File: config.mk
export PLATFORM = sky130hd
export DESIGN_NAME = pwm_multi_ch
export DESIGN_NICKNAME = d
export VERILOG_FILES = /design/src/rtl/pwm_pkg.sv /design/src/rtl/pwm_channel.sv /design/src/rtl/pwm_multi_ch.sv
export SDC_FILE = /design/constraint.sdc
export NUM_CORES = 1
export LEC_CHECK = 0
export CAP_MARGIN = 20
export CELL_PAD_IN_SITES_DETAIL_PLACEMENT = 1
export CELL_PAD_IN_SITES_GLOBAL_PLACEMENT = 2
export CORE_MARGIN = 4
export CORE_UTILIZATION = 30
export DETAILED_ROUTE_END_ITERATION = 8
export GPL_ROUTABILITY_DRIVEN = 1
export PLACE_DENSITY_LB_ADDON = 0.15
export REMOVE_ABC_BUFFERS = 1
export SYNTH_ARGS = -nofsm -noshare
export SYNTH_HDL_FRONTEND = slang
export SYNTH_SLANG_ARGS = --single-unit
File: constraint.sdc
create_clock -name clk -period 3.45 [get_ports clk]
set_input_delay 0.345 -clock clk [delete_from_list [all_inputs] [get_ports clk]]
set_output_delay 0.345 -clock clk [all_outputs]
set_load 0.03 [all_outputs]
File: src/rtl/pwm_pkg.sv
// pwm_pkg: register addresses, CTRL bit positions and the CTRL type
// shared by pwm_channel and pwm_multi_ch.
// Build option: PWM_CENTER_ALIGN_EN adds the CTRL center-align bit.
package pwm_pkg;

   localparam logic [1:0] ADDR_PERIOD = 2'd0;
   localparam logic [1:0] ADDR_DUTY   = 2'd1;
   localparam logic [1:0] ADDR_CTRL   = 2'd2;
   localparam logic [1:0] ADDR_RSVD   = 2'd3;

   localparam int CTRL_EN  = 0;
   localparam int CTRL_POL = 1;
   localparam int CTRL_CTR = 2;

   typedef struct packed {
`ifdef PWM_CENTER_ALIGN_EN
      logic ctr;
`endif
      logic pol;
      logic en;
   } pwm_ctrl_t;

endpackage

File: src/rtl/pwm_channel.sv
// pwm_channel: one PWM channel - shadow/active period+duty, counter,
// CTRL flops, registered output and period-start strobe.
// Ports: clk, rst (sync, active-high), we/waddr/wdata (decoded write),
//        pwm_out (registered level), period_stb (cnt restarted at 0).
// Build option: PWM_CENTER_ALIGN_EN enables up/down counting.
module pwm_channel
   import pwm_pkg::*;
#(
   parameter int CNT_W = 16
) (
   input  logic             clk,
   input  logic             rst,
   input  logic             we,
   input  logic [1:0]       waddr,
   input  logic [CNT_W-1:0] wdata,
   output logic             pwm_out,
   output logic             period_stb
);

   pwm_ctrl_t        ctrl_q, ctrl_d;
   logic [CNT_W-1:0] per_sh_q, per_sh_d;
   logic [CNT_W-1:0] duty_sh_q, duty_sh_d;
   logic [CNT_W-1:0] per_act_q, per_act_d;
   logic [CNT_W-1:0] duty_act_q, duty_act_d;
   logic [CNT_W-1:0] cnt_q, cnt_d;
   logic             stb_q, stb_d;
   logic             out_q, out_d;
   logic             wrap;
   logic             raw;
`ifdef PWM_CENTER_ALIGN_EN
   logic             dir_q, dir_d;
`endif

   // Register writes: period/duty go to shadow, CTRL applies directly.
   always_comb begin
      per_sh_d  = per_sh_q;
      duty_sh_d = duty_sh_q;
      ctrl_d    = ctrl_q;
      if (we) begin
         unique case (waddr)
            ADDR_PERIOD: per_sh_d = wdata;
            ADDR_DUTY:   duty_sh_d = wdata;
            ADDR_CTRL: begin
               ctrl_d.en  = wdata[CTRL_EN];
               ctrl_d.pol = wdata[CTRL_POL];
`ifdef PWM_CENTER_ALIGN_EN
               ctrl_d.ctr = wdata[CTRL_CTR];
`endif
            end
            default: ;
         endcase
      end
   end

   // Counter, shadow->active copy and strobe.
   // The copy reads shadow_q, so a write in the wrap cycle
   // waits for the following wrap.
   always_comb begin
      per_act_d  = per_act_q;
      duty_act_d = duty_act_q;
      cnt_d      = cnt_q;
      stb_d      = 1'b0;
      wrap       = 1'b0;
`ifdef PWM_CENTER_ALIGN_EN
      dir_d      = dir_q;
`endif
      if (!ctrl_q.en) begin
         per_act_d  = per_sh_q;
         duty_act_d = duty_sh_q;
         cnt_d      = '0;
         stb_d      = ctrl_d.en;
`ifdef PWM_CENTER_ALIGN_EN
         // Park at the valley so enable starts a fresh up-slope.
         dir_d      = 1'b1;
`endif
      end else begin
`ifdef PWM_CENTER_ALIGN_EN
         if (ctrl_q.ctr) begin
            if (per_act_q == '0) begin
               wrap  = 1'b1;
               cnt_d = '0;
               dir_d = 1'b1;
            end else if (dir_q) begin
               if (cnt_q == '0) begin
                  wrap  = 1'b1;
                  cnt_d = CNT_W'(1);
                  dir_d = 1'b0;
               end else begin
                  cnt_d = cnt_q - CNT_W'(1);
               end
            end else begin
               if (cnt_q >= per_act_q) begin
                  cnt_d = cnt_q - CNT_W'(1);
                  dir_d = 1'b1;
               end else begin
                  cnt_d = cnt_q + CNT_W'(1);
               end
            end
            stb_d = dir_d && (cnt_d == '0);
         end else begin
`endif
            wrap  = (cnt_q == per_act_q);
            cnt_d = wrap ? '0 : cnt_q + CNT_W'(1);
            stb_d = wrap;
`ifdef PWM_CENTER_ALIGN_EN
         end
`endif
         if (wrap) begin
            per_act_d  = per_sh_q;
            duty_act_d = duty_sh_q;
         end
         if (!ctrl_d.en) begin
            cnt_d = '0;
            stb_d = 1'b0;
         end
      end
   end

   always_comb begin
      raw   = (cnt_q < duty_act_q);
      out_d = ctrl_q.en ? (raw ^ ctrl_q.pol) : ctrl_q.pol;
   end

   always_ff @(posedge clk) begin
      if (rst) begin
         ctrl_q     <= '0;
         per_sh_q   <= '0;
         duty_sh_q  <= '0;
         per_act_q  <= '0;
         duty_act_q <= '0;
         cnt_q      <= '0;
         stb_q      <= 1'b0;
         out_q      <= 1'b0;
`ifdef PWM_CENTER_ALIGN_EN
         dir_q      <= 1'b0;
`endif
      end else begin
         ctrl_q     <= ctrl_d;
         per_sh_q   <= per_sh_d;
         duty_sh_q  <= duty_sh_d;
         per_act_q  <= per_act_d;
         duty_act_q <= duty_act_d;
         cnt_q      <= cnt_d;
         stb_q      <= stb_d;
         out_q      <= out_d;
`ifdef PWM_CENTER_ALIGN_EN
         dir_q      <= dir_d;
`endif
      end
   end

   assign pwm_out    = out_q;
   assign period_stb = stb_q;

endmodule

File: src/rtl/pwm_multi_ch.sv
// pwm_multi_ch: NUM_CH-channel PWM generator with shadowed registers.
// Ports: clk, rst (sync, active-high); wr_en/wr_ch/wr_addr/wr_data
//        register bus; wr_ack/wr_err write response (1-cycle latency);
//        pwm_out[NUM_CH], period_stb[NUM_CH].
// Build option: PWM_CENTER_ALIGN_EN enables center-aligned mode.
module pwm_multi_ch
   import pwm_pkg::*;
#(
   parameter  int NUM_CH = 8,
   parameter  int CNT_W  = 16,
   localparam int CH_W   = (NUM_CH > 1) ? $clog2(NUM_CH) : 1
) (
   input  logic              clk,
   input  logic              rst,
   input  logic              wr_en,
   input  logic [CH_W-1:0]   wr_ch,
   input  logic [1:0]        wr_addr,
   input  logic [CNT_W-1:0]  wr_data,
   output logic              wr_ack,
   output logic              wr_err,
   output logic [NUM_CH-1:0] pwm_out,
   output logic [NUM_CH-1:0] period_stb
);

   logic              bad;
   logic [NUM_CH-1:0] ch_we;
   logic              ack_q, ack_d;
   logic              err_q, err_d;

   // Bad writes are acknowledged with an error and reach no channel.
   always_comb begin
      bad   = (32'(wr_ch) >= 32'(NUM_CH)) || (wr_addr == ADDR_RSVD);
      ack_d = wr_en;
      err_d = wr_en && bad;
      ch_we = '0;
      for (int c = 0; c < NUM_CH; c++) begin
         ch_we[c] = wr_en && !bad && (32'(wr_ch) == 32'(c));
      end
   end

   always_ff @(posedge clk) begin
      if (rst) begin
         ack_q <= 1'b0;
         err_q <= 1'b0;
      end else begin
         ack_q <= ack_d;
         err_q <= err_d;
      end
   end

   assign wr_ack = ack_q;
   assign wr_err = err_q;

   for (genvar i = 0; i < NUM_CH; i++) begin : g_ch
      pwm_channel #(
         .CNT_W(CNT_W)
      ) u_ch (
         .clk       (clk),
         .rst       (rst),
         .we        (ch_we[i]),
         .waddr     (wr_addr),
         .wdata     (wr_data),
         .pwm_out   (pwm_out[i]),
         .period_stb(period_stb[i])
      );
   end

endmodule

==> reports/qor.yml <==
timing:
  fin_skew_ns: 0.0202
  tightest_slew_ns: 0.796
  grt_setup_unrepaired: "false"
  setup_violations: 0
  fmax_mhz: 387
  drv_slew: 0
  period_needed_ns: 2.58
  hold_violations: 0
  relSlewSlack: 0.469
  min_period_over_period: 0.749
  setup_tns_ns: 0
global_routing:
  grt_overflow: 0
  grt_use_total: 0.172
  antenna_found_initial: 6
  grt_max_degree: 78
  grt_pass1_vias: 23500
  grt_first_pass_wirelength_um: 139000
logic_synthesis:
  ys_warn_count: 0
  syn_avg_cell_area_um2: 8.82
  synth-seq-cells: 674
  synthFlopType: "dfxtp_1"
  yosysTopAreaCell: "dfxtp_1"
  syn_inst: 3314
  ys_types: 46
  synth_edf_count: 0
  synthTopCellsByArea: "dfxtp_1 46%, mux2i_1 9.0%, nand2_1 7.4%"
  synth.yosys.seq_area_share: 0.462
  yosysMostFrequentCell: "dfxtp_1"
  synth.top_cells.by_count: "674 x dfxtp_1, 573 x nand2_1, 437 x nor2_1"
  synthArstFlopShare: 0
  synth_area_um2: 29200
  yosys.area.top_type_share: 0.462
cts:
  tritoncts: "done"
  post-cts-setup-buffers: 0
  ctsHtreeMaxLevel: 3
  clk_transition_reported_paths_ns: 0.06
  cts.sinks: 674
  cts_buffers: 83
  hold_buffers: 0
  clk_latency_ns: 0.63
  cts_root_buf: "clkbuf_16"
  cts_resized: 0
  clock_path_buffers: 3
layout:
  final_cell_count_no_fill: 4654
  drive_above_1_share: 0.0749
  area.growth.synth_to_final_pct: 15.6
  nets: 3462
  fillerInstances: 11100
status:
  status: "finished clean"
worst_setup_path:
  worstPathMaxFanout: 23
  critPathLaunchType: "register"
  path_cells: "xnor2_1 > nand4_1 > o41ai_4 > buf_4 > or3_1 > nor2_1"
  r2r-start: "g_ch[7].u_ch.cnt_q[0]"
  cp_slowest_cell: "or3_1"
  crit_type: "register to register"
  rr_worst_depth: 6
  critPathMaxStageDelay_ns: 0.57
  cp_data_required_time_ns: 3.94
  reg2reg_to: "g_ch[7].u_ch.cnt_q[6]"
  worst_ep_arrival_time_ns: 3.07
  reg2reg_slack_ns: 0.87
  endpoint_kind: "register"
drt:
  drt-pass1-iter-count: 5
  drt_wl_total_um: 88700
  num_vias: 22200
  post_drt_via_cell_ratio: 4.78
  wl_per_cell_um: 19.0
  antenna_left: 0
  drc_errors: 0
  drt_iter0_drc: 937
floorplanning:
  fp-row-count: 114
  ios: 42
  die-width_um: 320
  core_area_um2: 96700
  dieArea_um2: 103000
  initial_core_util: 0.302
  fp.dieH_um: 320
placement:
  dp.cells: 4501
  gp_congestion: 0.783
  portBuffers: 41
  hpwlAfterDp_um: 58000
worst_hold_path:
  hold_depth: 3
  holdCritStartpoint: "wr_data[0]"
  min_path_type: "primary input to register"
  worstHoldEndpoint: "g_ch[7].u_ch.per_sh_q[0]"
pwr:
  p_leak_nw: 13.7
  vdd_ir_drop_max_mv: 0.278
  powerDensity_nw_per_um2: 525
flow_run:
  cap_violations: 0
## sequential cells by signal (all words and copies together), names as in the netlist
name,count
g_ch.u_ch.duty_act_q,128
wr_err,1
wr_ack,1
g_ch.u_ch.ctrl_q,16
g_ch.u_ch.period_stb,8
g_ch.u_ch.per_sh_q,128
g_ch.u_ch.pwm_out,8
g_ch.u_ch.cnt_q,128
g_ch.u_ch.per_act_q,128
g_ch.u_ch.duty_sh_q,128
## cells in the final DEF, fill, tap and decap left out, types with 9 or more instances in the layout
cell / synthesis / final
nor2_1: 437 / 437
buf_4: 28 / 68
xnor2_1: 167 / 167
and3_1: 37 / 37
ha_1: 128 / 128
nand3_1: 59 / 59
nand2_1: 573 / 573
clkdlybuf4s50_1: 0 / 38
o21ai_0: 26 / 26
a21o_1: 9 / 9
mux2i_1: 262 / 262
and2_1: 12 / 12
nand2b_1: 18 / 18
inv_1: 134 / 134
clkbuf_1: 137 / 10
clkinv_2: 0 / 15
dfxtp_1: 674 / 674
xor2_1: 73 / 73
a21oi_1: 295 / 295
bufinv_16: 0 / 10
nor3_1: 15 / 15
clkbuf_16: 0 / 89
nor2b_1: 11 / 11
nand4_1: 72 / 72
and4_1: 23 / 23
clkbuf_8: 0 / 22
## kinds of logic after synthesis
kind of cell / count (synthesis) / synth area share
AOI/OAI and AO/OA: 380 / 0.0766
DFF: 674 / 0.462
and+or+nand+nor: 1292 / 0.192
xor gates and xnor gates: 240 / 0.0719
muxes: 263 / 0.0901
buffers and inverters: 337 / 0.0529
adders and majority gates: 128 / 0.0548
## final cells by class
type	count	area [um2]	area share
Inverter	134	503	0.0149
Sequential cell	674	13500	0.399
Multi-Input combinational cell	2303	14200	0.420
Antenna cell	2	5.00	0.000148
Tap cell	1276	1600	0.0472
Clock buffer	121	2570	0.0760
Clock inverter	30	417	0.0123
Timing Repair Buffer	114	1020	0.0301
## worst max-delay path, delay by kind of cell (launching register included)
kind,cells,cell delay (ns)
AND/OR/NAND/NOR,3,0.90
AO/OA/AOI/OAI,1,0.41
XOR/XNOR,1,0.16
buffers and inverters,1,0.43
flip-flops,1,0.52
## routing by layer
layer | global-route usage | vias to the layer above | wire length (um)
li1 | - | 11000 | -
met1 | 0.231 | 10900 | 42900
met2 | 0.286 | 211 | 41100
met3 | 0.0284 | 133 | 2490
met4 | 0.0470 | 6 | 2200
met5 | 0 | - | 37
## how the worst max path moves through the flow
stage,depth (start not counted),from,to
detailed placement,6,wr_en,g_ch[6].u_ch.cnt_q[11]
global placement,6,wr_ch[1],g_ch[6].u_ch.cnt_q[8]
finish,6,g_ch[7].u_ch.cnt_q[0],g_ch[7].u_ch.cnt_q[6]
global route,6,g_ch[7].u_ch.cnt_q[0],g_ch[7].u_ch.cnt_q[4]
floorplan,5,g_ch[2].u_ch.cnt_q[4],g_ch[2].u_ch.cnt_q[10]
CTS,6,g_ch[7].u_ch.cnt_q[0],g_ch[7].u_ch.cnt_q[6]
## where the power goes
| group | internal [W] | switching, W |
|---|---|---|
| logic | 0.000119 | 0.000376 |
| clock network | 0.00590 | 0.00350 |
| registers | 0.00782 | 0.0000219 |
| total | 0.0138 | 0.00390 |
## stage by stage
stage	setup WS [ns]	total power [W]	instance area, um2	util	hold slack (ns)
after floorplan	0.325	0.00812	28200	-	0.414
after global placement	0.728	0.00851	30800	0.318	0.440
after detailed placement	0.660	0.00852	30800	0.318	0.448
after CTS	0.849	0.0181	33800	0.349	0.146
after global routing	0.671	0.0184	33800	0.349	0.175
final	0.867	0.0177	33800	0.349	0.171
(Power assumes the default switching activity.)
